===== src/rtl/mem_pkg.sv =====
// Shared encodings and lane helpers for the MEM-stage load/store engine.
package mem_pkg;

  typedef enum logic [1:0] {
    SZ_BYTE = 2'b00,
    SZ_HALF = 2'b01,
    SZ_WORD = 2'b10,
    SZ_ILL  = 2'b11
  } size_e;

  typedef enum logic [1:0] {
    IDLE,
    REQ,
    RESP,
    DONE
  } state_e;

  localparam int TIMEOUT_DEF = 255;

  function automatic logic is_bad(input logic [1:0] size, input logic [1:0] lane);
    case (size)
      SZ_BYTE: is_bad = 1'b0;
      SZ_HALF: is_bad = lane[0];
      SZ_WORD: is_bad = |lane;
      default: is_bad = 1'b1;
    endcase
  endfunction

  function automatic logic [3:0] byte_en(input logic [1:0] size, input logic [1:0] lane);
    case (size)
      SZ_BYTE: byte_en = 4'b0001 << lane;
      SZ_HALF: byte_en = 4'b0011 << lane;
      default: byte_en = 4'b1111;
    endcase
  endfunction

  function automatic logic [31:0] lane_rep(input logic [1:0] size, input logic [31:0] wd);
    case (size)
      SZ_BYTE: lane_rep = {4{wd[7:0]}};
      SZ_HALF: lane_rep = {2{wd[15:0]}};
      default: lane_rep = wd;
    endcase
  endfunction

endpackage


===== src/rtl/mem_access_unit_load_formatter.sv =====
// Picks the addressed byte/half out of a bus word and sign- or zero-extends it.
module load_formatter
  import mem_pkg::*;
(
  input  logic [31:0] rdata,
  input  logic [1:0]  lane,
  input  logic [1:0]  size,
  input  logic        uns,
  output logic [31:0] data
);

  logic [7:0]  b;
  logic [15:0] h;

  always_comb begin
    case (lane)
      2'd0:    b = rdata[7:0];
      2'd1:    b = rdata[15:8];
      2'd2:    b = rdata[23:16];
      default: b = rdata[31:24];
    endcase
    h = lane[1] ? rdata[31:16] : rdata[15:0];
    case (size)
      SZ_BYTE: data = {{24{b[7] & ~uns}}, b};
      SZ_HALF: data = {{16{h[15] & ~uns}}, h};
      default: data = rdata;
    endcase
  end

endmodule


===== src/rtl/mem_access_unit.sv =====
// MEM-stage load/store engine: runs one request/grant/response bus access per
// memory instruction and stalls the pipeline until it completes.
//
// state | meaning
// IDLE  | waiting for a memory instruction; bad accesses skip straight to DONE
// REQ   | mem_req_o held until granted or timed out
// RESP  | load granted, waiting for mem_rvalid_i or timeout
// DONE  | one-cycle completion; pipeline advances, done_o/err_o valid
module mem_access_unit
  import mem_pkg::*;
#(
  parameter int TIMEOUT = TIMEOUT_DEF
) (
  input  logic        clk_i,
  input  logic        rst_i,
  input  logic        valid_i,
  input  logic        MemRead_i,
  input  logic        MemWrite_i,
  input  logic [1:0]  Size_i,
  input  logic        Unsigned_i,
  input  logic [31:0] Addr_i,
  input  logic [31:0] WrData_i,
  output logic [31:0] Read_Data_o,
  output logic        stall_o,
  output logic        done_o,
  output logic        err_o,
  output logic        mem_req_o,
  output logic        mem_we_o,
  output logic [31:0] mem_addr_o,
  output logic [3:0]  mem_be_o,
  output logic [31:0] mem_wdata_o,
  input  logic        mem_gnt_i,
  input  logic        mem_rvalid_i,
  input  logic [31:0] mem_rdata_i
);

  localparam int CW = $clog2(TIMEOUT + 1);
  localparam logic [CW-1:0] TMO_LAST = CW'(TIMEOUT - 1);

  state_e        state_q, state_d;
  logic [CW-1:0] cnt_q;
  logic          we_q, uns_q, err_q;
  logic [1:0]    size_q, lane_q;
  logic [29:0]   waddr_q;
  logic [3:0]    be_q;
  logic [31:0]   wdata_q, rd_q, fmt_data;
  logic          access, bad, tmo;

  assign access      = valid_i & (MemRead_i | MemWrite_i);
  assign bad         = is_bad(Size_i, Addr_i[1:0]);
  // >= rather than ==: a load granted on the last REQ cycle enters RESP already expired
  assign tmo         = (cnt_q >= TMO_LAST);
  assign Read_Data_o = rd_q;

  load_formatter u_fmt (
    .rdata (mem_rdata_i),
    .lane  (lane_q),
    .size  (size_q),
    .uns   (uns_q),
    .data  (fmt_data)
  );

  always_comb begin
    state_d     = state_q;
    stall_o     = 1'b0;
    done_o      = 1'b0;
    err_o       = 1'b0;
    mem_req_o   = 1'b0;
    mem_we_o    = 1'b0;
    mem_addr_o  = '0;
    mem_be_o    = '0;
    mem_wdata_o = '0;
    case (state_q)
      IDLE: begin
        // gated by reset so every output reads 0 while rst_i is low
        stall_o = access & rst_i;
        if (access) state_d = bad ? DONE : REQ;
      end
      REQ: begin
        stall_o     = 1'b1;
        mem_req_o   = 1'b1;
        mem_we_o    = we_q;
        mem_addr_o  = {waddr_q, 2'b00};
        mem_be_o    = be_q;
        mem_wdata_o = wdata_q;
        if (mem_gnt_i)  state_d = we_q ? DONE : RESP;
        else if (tmo)   state_d = DONE;
      end
      RESP: begin
        stall_o = 1'b1;
        if (mem_rvalid_i || tmo) state_d = DONE;
      end
      DONE: begin
        done_o  = 1'b1;
        err_o   = err_q;
        state_d = IDLE;
      end
      default: state_d = IDLE;
    endcase
  end

  always_ff @(posedge clk_i or negedge rst_i) begin
    if (!rst_i) begin
      state_q <= IDLE;
      cnt_q   <= '0;
      we_q    <= 1'b0;
      uns_q   <= 1'b0;
      err_q   <= 1'b0;
      size_q  <= 2'b00;
      lane_q  <= 2'b00;
      waddr_q <= '0;
      be_q    <= '0;
      wdata_q <= '0;
      rd_q    <= '0;
    end else begin
      state_q <= state_d;
      case (state_q)
        IDLE: begin
          if (access) begin
            err_q   <= bad;
            cnt_q   <= '0;
            we_q    <= MemWrite_i;
            uns_q   <= Unsigned_i;
            size_q  <= Size_i;
            lane_q  <= Addr_i[1:0];
            waddr_q <= Addr_i[31:2];
            be_q    <= byte_en(Size_i, Addr_i[1:0]);
            wdata_q <= lane_rep(Size_i, WrData_i);
            if (bad) rd_q <= '0;
          end
        end
        REQ: begin
          cnt_q <= cnt_q + CW'(1);
          if (!mem_gnt_i && tmo) begin
            rd_q  <= '0;
            err_q <= 1'b1;
          end
        end
        RESP: begin
          cnt_q <= cnt_q + CW'(1);
          if (mem_rvalid_i) begin
            rd_q <= fmt_data;
          end else if (tmo) begin
            rd_q  <= '0;
            err_q <= 1'b1;
          end
        end
        default: ;
      endcase
    end
  end

endmodule


===== config.mk =====
export PLATFORM = sky130hd
export DESIGN_NAME = mem_access_unit
export DESIGN_NICKNAME = d
export VERILOG_FILES = /design/src/rtl/mem_pkg.sv /design/src/rtl/mem_access_unit_load_formatter.sv /design/src/rtl/mem_access_unit.sv
export SDC_FILE = /design/constraint.sdc
export NUM_CORES = 1
export LEC_CHECK = 0
export CORE_AREA = 5 5 145 119
export CTS_CLUSTER_DIAMETER = 100
export DETAILED_ROUTE_END_ITERATION = 16
export DIE_AREA = 0 0 150 124
export MAX_ROUTING_LAYER = met4
export PLACE_DENSITY_LB_ADDON = 0.12
export SYNTH_ARGS = -nofsm -noshare
export SYNTH_HDL_FRONTEND = slang
export SYNTH_SLANG_ARGS = --single-unit
export TNS_END_PERCENT = 5

===== constraint.sdc =====
create_clock -name clk_i -period 2.3 [get_ports clk_i]
set_clock_uncertainty 0.15 [all_clocks]
set_input_delay 0.46 -clock clk_i [delete_from_list [all_inputs] [get_ports clk_i]]
set_output_delay 0.46 -clock clk_i [all_outputs]
set_load 0.01 [all_outputs]

-- After elaboration in Yosys (flattened, before gate mapping)
Cells that the tools add are included.
- $lt $le $gt $ge: 1
- reduce and logical (&&, ||, !) cells: 16
- muxes and demuxes: 34
- $add $sub $neg: 1
- shift operators: 2
- bitwise logic cells: 6
- equal/unequal tests: 16
- operator list (cell ; number):
    $mux W32 ; 7
    $pmux W32 S2 ; 2
    $pmux W32 S3 ; 1
    $pmux W8 S3 ; 1
    $mux W16 ; 1
    $pmux W8 S2 ; 1
    $ne A2 B2 Y1 const B ; 6
    $mux W2 ; 5
    $reduce_and A5 Y1 ; 2
    $mux W1 ; 9
    $add A8 B1 Y8 const B ; 1
    $eq A2 B1 Y1 const B ; 4
    $eq A2 B2 Y1 const B ; 4
    $ge A8 B8 Y1 const B ; 1
    $logic_not A2 Y1 ; 4
    $mux W8 ; 1
    $pmux W2 S4 ; 1
    $pmux W4 S2 ; 1
    $ne A3 B3 Y1 const B ; 2
    $pmux W1 S3 ; 2
    $and A1 B1 Y1 ; 4
    $mux W4 ; 1
    $reduce_and A2 Y1 ; 2
    $reduce_or A2 Y1 ; 2
    other kinds (11) ; 11
- input port bits: 106
- bits in registers: 115
- output and inout bits: 105
- logic and storage cells: 87

-- Logic depth before layout (Yosys ltp)
Gate-level depths: netlist of the first run.
- word-level depth: 6
- mapped depth: 9
- gate-level depth less buffers: 6

-- By module
From an unflattened synthesis of the first run, not the netlist that was laid out.
- cells, all modules: 691
- area, all modules: 6602.6 um^2
- modules (own cells, without submodules) (module ; area an instance (um^2) ; cells an instance ; instances ; seq. area each (um^2)):
    mem_access_unit ; 5756.8 ; 576 ; 1 ; 2877.8
    load_formatter ; 845.8 ; 115 ; 1 ; 0.0

-- Worst setup path after synthesis of the first run
Ideal clock, no wire load.
- kind: reg-to-output
- start point: reg state_q[0]
- end point: out stall_o
- cell stages (with the launch flop): 8
- data required time: 1690 ps
- arrival time: 1578 ps
- buffers on the path: 1
- setup slack: 112 ps
- path through: dfrtp_1 -> inv_1 -> ha_1 -> clkbuf_1 -> inv_2 -> nor2_1 -> a21oi_1 -> nor2_1
- cells in the longest elaborated chain, start to end: 3
- elaborated cells on any way between the ends: 5
- classes of those cells: eq/ne: 2; mux: 1; reduce/logical: 2
- RTL lines (item ; RTL line ; RTL):
    start: declaration ; mem_access_unit.sv:40 ; state_e state_q, state_d;
    start signal: assignment ; mem_access_unit.sv:116 ; state_q <= state_d;
    $eq A2 B2 Y1 / $eq A2 B1 Y1 (equally long branches) ; mem_access_unit.sv:73 ; case (state_q)
    $reduce_or A2 Y1 (no line) ; n/a ;
    $pmux W1 S2 (*) ; mem_access_unit.sv:73 ;
    end: declaration ; mem_access_unit.sv:24 ; output logic stall_o,
Mark *: on every way between the ends. The rest lies on a longest branch, timed or not.

-- Final worst setup path of the first run
- start point: reg state_q[1]
- end point: out mem_addr_o[26]
- cells in the longest elaborated chain, start to end: 2
- RTL lines (item ; RTL line ; RTL):
    $eq A2 B1 Y1 ; mem_access_unit.sv:73 ;
    $mux W32 ; mem_access_unit.sv:73 ;
    end: declaration ; mem_access_unit.sv:29 ; output logic [31:0] mem_addr_o,
Every way passes these cells.

==> impl_metrics.ini, run 1 <==
[clock_network]
cts_buffers = 17
hold_buffers = 0
cts_buffer_depth = 2
cts_tree = yes
htreeDepth = 4
clk_latency_ns = 0.41
root_buffer = clkbuf_16
clkSinkCount = 115
path_clk_slew_ns = 0.05

[global_routing]
grt_pass1_wl_um = 30800
antenna_found_initial = 0
grt_max_degree = 116
grt-ovfl-total = 0
grt_usage_pct = 22.0
grt_pass1_vias = 5772

[finish]
antenna_cells = 0
nets = 1011
layoutNonFillerInstCount = 1127
syn2layout_area_growth_pct = 47.3
drive_gt1_share_pct = 23.8

[routing]
viasPerCell = 5.01
dr.pass1.iters = 5
vias = 5649
wl_per_cell_um = 17.4
drt_wl_total_um = 19600
drc_errors = 0
ant_nets = 0
drt_iter0_markers = 277

[power_and_ir_drop]
p_leak_nw = 4.59
ir_worst_vdd_mv = 0.623
p_per_area_mw_per_mm2 = 1250
power_mw = 11.7

[timing]
finalSetupViolCount = 0
worst_pin_slew_ns = 0.618
rsz0062_at_grt = yes
layout_setup_ws_ns = 0.0410
finalHoldViolations = 0
min_period_ns = 2.26
finalMaxSlewViolations = 0
holdWs_ns = 0.0112
slew-limit-headroom_pct = 58.6
max_freq_mhz = 443
finalCritPeriodShare_pct = 98.2
fin_setup_tns_ns = 0

[floorplan]
fp.dieW_um = 150
die_area_mm2 = 0.0186
core-area_mm2 = 0.0156
ios = 211
start_util_pct = 41.0
std_cell_rows = 41
die_h_um = 124

[logic_synthesis]
synth_area_mm2 = 0.00640
synth_flop_cell = dfrtp_1
synth_top_cell_area_share_pct = 45.0
synth_seq_cells = 115
synth_commonest_cells = nand2_1, dfrtp_1, and2_1
yosysMostFrequentCell = nand2_1
synth_enable_flop_cells = 0
ys_types = 49
avgSynthCellArea_um2 = 9.48
netlist_instances = 675
netlist_top_cells_area = dfrtp_1, nand2_1, mux2i_1
synthArstFlopShare_pct = 100
yosys.area.top_type = dfrtp_1
ys_warn_count = 0
synth-seq-area-share_pct = 45.0

[hold_path]
holdCritPathClass = primary input to async pin

[placement]
hpwlAfterDp_um = 13800
dp_slack_ns = -0.255
place_inst = 1084
io_buffers = 208
gp_congestion = 0.831

[run]
cap_violations = 0

[worst_setup_path]
rr_startpoint = state_q[0]
critPathArrivalTime_ns = 1.65
crit_chain = inv_2 > ha_4 > buf_12 > buf_16 > and2_1 > buf_2
startpoint_type = register
critPathCapture = mem_addr_o[26]
critPathMaxFanout = 13
startpoint = state_q[1]
r2r_cells = 6
required_ns = 1.69
end_kind = output pin
slowest_stage = dfrtp_1
max_stage_delay_ns = 0.40
r2r_slack_ns = 0.05
reg2reg_to = Read_Data_o[25]
worstSetupPathType = register to output pin

[outcome]
status = finished, final reports clean
[layout by cell type, fill, tap and decap left out, drive strengths merged, types with 12 or more instances in the layout]
| cell | Yosys | final |
|---|---|---|
| nand2 | 178 | 178 |
| clkdlybuf4s50 | 0 | 136 |
| dfrtp | 115 | 115 |
| buf | 17 | 99 |
| and2 | 69 | 69 |
| o21ai | 53 | 53 |
| mux2i | 44 | 44 |
| clkbuf | 32 | 35 |
| mux2 | 34 | 34 |
| nor2 | 18 | 18 |
| o211ai | 18 | 18 |
| a21oi | 17 | 17 |
| inv | 11 | 12 |
[per-layer routing]
layer / vias up / wire length [um] / GRT usage [%]
met5: - / 0 / -
met4: 0 / 205 / 6.46
met3: 18 / 1350 / 6.55
met2: 158 / 9420 / 34.5
met1: 2742 / 8640 / 27.9
li1: 2731 / - / -
[flip-flops by register name (all words and copies together) (netlist names)]
| signal | count |
|---|---|
| uns_q | 1 |
| state_q | 2 |
| waddr_q | 30 |
| we_q | 1 |
| size_q | 2 |
| lane_q | 2 |
| be_q | 4 |
| wdata_q | 32 |
| cnt_q | 8 |
| err_q | 1 |
| Read_Data_o | 32 |
[power breakdown]
| group | internal, mW | switching, mW |
|---|---|---|
| Combinational | 2.87 | 2.69 |
| Clock | 1.76 | 0.961 |
| Sequential | 2.90 | 0.573 |
| Total | 7.52 | 4.22 |
[repair_timing]
| item | CTS | global route |
|---|---|---|
| pin swaps | 0 | 1 |
| endpoints found under the setup margin | 70 | 91 |
| cloned | 3 | 0 |
| resized for setup | 256 | 49 |
| setup buffers | 8 | 0 |
[area by class of cell]
class / instances / area [um^2]
clock inverters: 12 / 155
flip-flops and latches: 115 / 2880
repair buffers: 253 / 2320
clock buffers: 20 / 457
fillers: 1369 / 6170
multi-input cells: 501 / 3300
well taps: 215 / 269
inverters: 11 / 41.3
[worst max-delay path, delay by kind of cell (launching register included)]
family | cells | cell delay [ns]
and+or+nand+nor | 1 | 0.13
buffers and inverters | 4 | 0.48
adders and majority gates | 1 | 0.21
DFF | 1 | 0.40
[kinds of logic after synthesis]
family	count (synthesis)	share of synthesized area, %
buffers and inverters	60	4.36
AND/OR/NAND/NOR	296	21.8
adder cells (fa/ha/maj)	6	1.17
flip-flops	115	45.0
other	1	0.0586
multiplexers	79	14.9
AO/OA/AOI/OAI	118	12.7
[through the flow]
stage | utilization (%) | area, um^2
detailed placement | 56.7 | 8840
floorplan | - | 6400
global route | 60.4 | 9430
CTS | 60.3 | 9400
finish | 60.4 | 9430
global placement | 56.7 | 8840
[how the worst min path moves through the flow]
stage | endpoint | slack (ns) | startpoint
6_report | cnt_q[6] | 0.01 | rst_i
5_1_grt | cnt_q[3] | 0.04 | rst_i
4_1_cts | cnt_q[6] | 0.03 | rst_i
3_5_place_dp | waddr_q[10] | 0.30 | waddr_q[10]
3_3_place_gp | waddr_q[8] | 0.30 | waddr_q[8]
2_1_floorplan | Read_Data_o[0] | 0.01 | rst_i
Note: power is estimated with default switching activity, not from simulation.
==> run 2, diff against run 1 <==
- CTS_CLUSTER_DIAMETER: 100 -> unset
- SLEW_MARGIN: unset -> 20
==> results of run 2 <==
Same layout as run 1: the final DEF is identical, and so are final timing and power.
==> run 3, diff against run 2 <==
- CORE_AREA: 5 5 145 119 -> 5 5 100 172
- DIE_AREA: 0 0 150 124 -> 0 0 105 177
- SYNTH_HIERARCHICAL: unset -> 1
==> impl_metrics.ini, run 3 <==
[timing]
max_freq_mhz = 430
finalSetupViolCount = 9
holdWs_ns = -0.00273
fin_setup_tns_ns = -0.151
rsz0062_at_grt = yes
finalCritPeriodShare_pct = 101
finalHoldViolations = 1
min_period_ns = 2.32
slew-limit-headroom_pct = 37.5
worst_pin_slew_ns = 0.934
layout_setup_ws_ns = -0.0250
finalMaxSlewViolations = 0

[logic_synthesis]
ys_types = 50
synth_top_cell_area_share_pct = 43.6
yosys.area.top_type = dfrtp_1
synth_flop_cell = dfrtp_1
netlist_instances = 691
synth_area_mm2 = 0.00660
avgSynthCellArea_um2 = 9.56
synth-seq-area-share_pct = 43.6
ys_warn_count = 6
synth_enable_flop_cells = 0
synthArstFlopShare_pct = 100
yosysMostFrequentCell = nand2_1
netlist_top_cells_area = dfrtp_1, nand2_1, mux2_4
synth_seq_cells = 115
synth_commonest_cells = nand2_1, dfrtp_1, and2_1

[routing]
viasPerCell = 5.31
drc_errors = 0
drt_iter0_markers = 188
dr.pass1.iters = 4
ant_nets = 0
vias = 5912
drt_wl_total_um = 20600
wl_per_cell_um = 18.4

[power_and_ir_drop]
p_leak_nw = 4.70
p_int_mw = 7.74
power_mw = 12.3
combPwrFrac_pct = 49.5
ir_worst_vdd_mv = 0.677
p_per_area_mw_per_mm2 = 1300
clockPowerShare_pct = 22.2
netSwitchingFraction_pct = 37.1
p_seq_share_pct = 28.3
p_switching_mw = 4.57

[clock_network]
clk_latency_ns = 0.41
root_buffer = clkbuf_16
cts_tree = yes
htreeDepth = 4
cts_buffer_depth = 2
hold_buffers = 0
path_clk_slew_ns = 0.06
cts_buffers = 17
clkSinkCount = 115

[finish]
drive_gt1_share_pct = 24.5
syn2layout_area_growth_pct = 43.6
mostFrequentLayoutCells = nand2_1, clkdlybuf4s50_1, dfrtp_1
layoutNonFillerInstCount = 1114
final_common_cell = nand2_1
nets = 1023
design_area_mm2 = 0.00948

[global_routing]
grt_pass1_wl_um = 32800
grt_usage_pct = 22.7
busiest_layer = met2
grtUsageMet3_pct = 5.00
grt_pass1_vias = 6314
antenna_found_initial = 1
grt_max_degree = 116
grt-ovfl-total = 0
grt_use_met2_pct = 40.8
use_met1_pct = 23.6

[worst_setup_path]
required_ns = 1.69
end_kind = output pin
critPathMaxFanout = 15
critPathArrivalTime_ns = 1.71
worstSetupPathType = register to output pin
startpoint_type = register

[placement]
hpwlAfterDp_um = 14900
placed_area_mm2 = 0.00907
io_buffers = 208
place_inst = 1078
gp_congestion = 0.879

[floorplan]
fp.dieW_um = 105
start_util_pct = 42.0
die_h_um = 177
core-area_mm2 = 0.0157
ios = 211
die_area_mm2 = 0.0186
std_cell_rows = 61

[outcome]
status = finished, violations left
violations = negative hold slack, negative setup slack

[hold_path]
holdCritPathClass = primary input to async pin

[run]
cap_violations = 0
-- run 3: cell types whose count changed after synthesis, moves of 9 or more --
| cell | before | now |
|---|---|---|
| and3_1 | 4 | 33 |
| nand2_1 | 178 | 160 |
| o21ai_0 | 48 | 36 |
| mux2_2 | 5 | 16 |
| a22oi_1 | 0 | 9 |
-- run 3: per-layer routing --
metal	up-vias	routed length, um
met3	40	1060
met5	-	0
met2	206	11200
li1	2791	-
met4	0	745
met1	2875	7540
-- run 3: kinds of logic after synthesis --
group	count (synthesis)	synth area share, %
AOI/OAI and AO/OA	114	12.6
xor gates and xnor gates	2	0.265
adders and majority gates	6	1.14
buffers and inverters	66	4.79
DFF	115	43.6
muxes	85	15.5
other	1	0.0568
and+or+nand+nor	302	22.1
-- run 3: final timing paths --
| check | start | to | slack [ns] | cells after the start |
|---|---|---|---|---|
| max in group asynchronous | rst_i | waddr_q[19] | 1.43 | 2 |
| max | state_q[0] | mem_addr_o[2] | -0.02 | 6 |
| max reg2reg | lane_q[0] | Read_Data_o[20] | 0.14 | 6 |
| min reg2reg | waddr_q[21] | waddr_q[21] | 0.32 | 2 |
| min | rst_i | Read_Data_o[23] | -0.003 | 2 |
| min in group clk_i | waddr_q[21] | waddr_q[21] | 0.32 | 2 |
-- run 3: power by group through the flow --
| stage | sequential, mW | combinational (mW) | clock (mW) |
|---|---|---|---|
| 6_report | 3.49 | 6.09 | 2.73 |
| 5_1_grt | 3.62 | 6.63 | 2.88 |
| 3_3_place_gp | 3.47 | 6.09 | 0 |
| 2_1_floorplan | 3.45 | 3.59 | 0 |
| 3_5_place_dp | 3.52 | 6.20 | 0 |
| 4_1_cts | 3.50 | 6.19 | 2.78 |
-- run 3: area by class of cell --
type	count	area, um^2
clock buffers	19	443
repair buffers	256	2260
fillers	1398	6240
inverters	10	37.5
clock inverters	13	159
well taps	189	236
flip-flops and latches	115	2880
multi-input cells	511	3460
diodes	1	2.50
-- run 3: per-stage QoR --
step | utilization (%) | setup slack, ns | hold slack, ns
floorplan | - | 0.152 | 0.0144
global placement | 57.7 | -0.343 | 0.300
detailed placement | 57.7 | -0.339 | 0.305
CTS | 60.9 | -0.148 | 0.0988
global route | 60.3 | -0.0761 | 0.120
finish | 60.3 | -0.0250 | -0.00273
-- run 3: critical path, stage by stage, from the launching register on --
cell,delay (ns)
dfrtp_1,0.39
buf_4,0.16
ha_4,0.20
buf_12,0.14
buf_16,0.14
and2_1,0.14
buf_2,0.14
-- run 3: what timing repair did --
action,CTS,global route
setup buffers,2,0
gates cloned,2,0
hold endpoints to repair,0,0
gates resized for setup,256,40
pin swaps,1,4
endpoints found under the setup margin,72,52
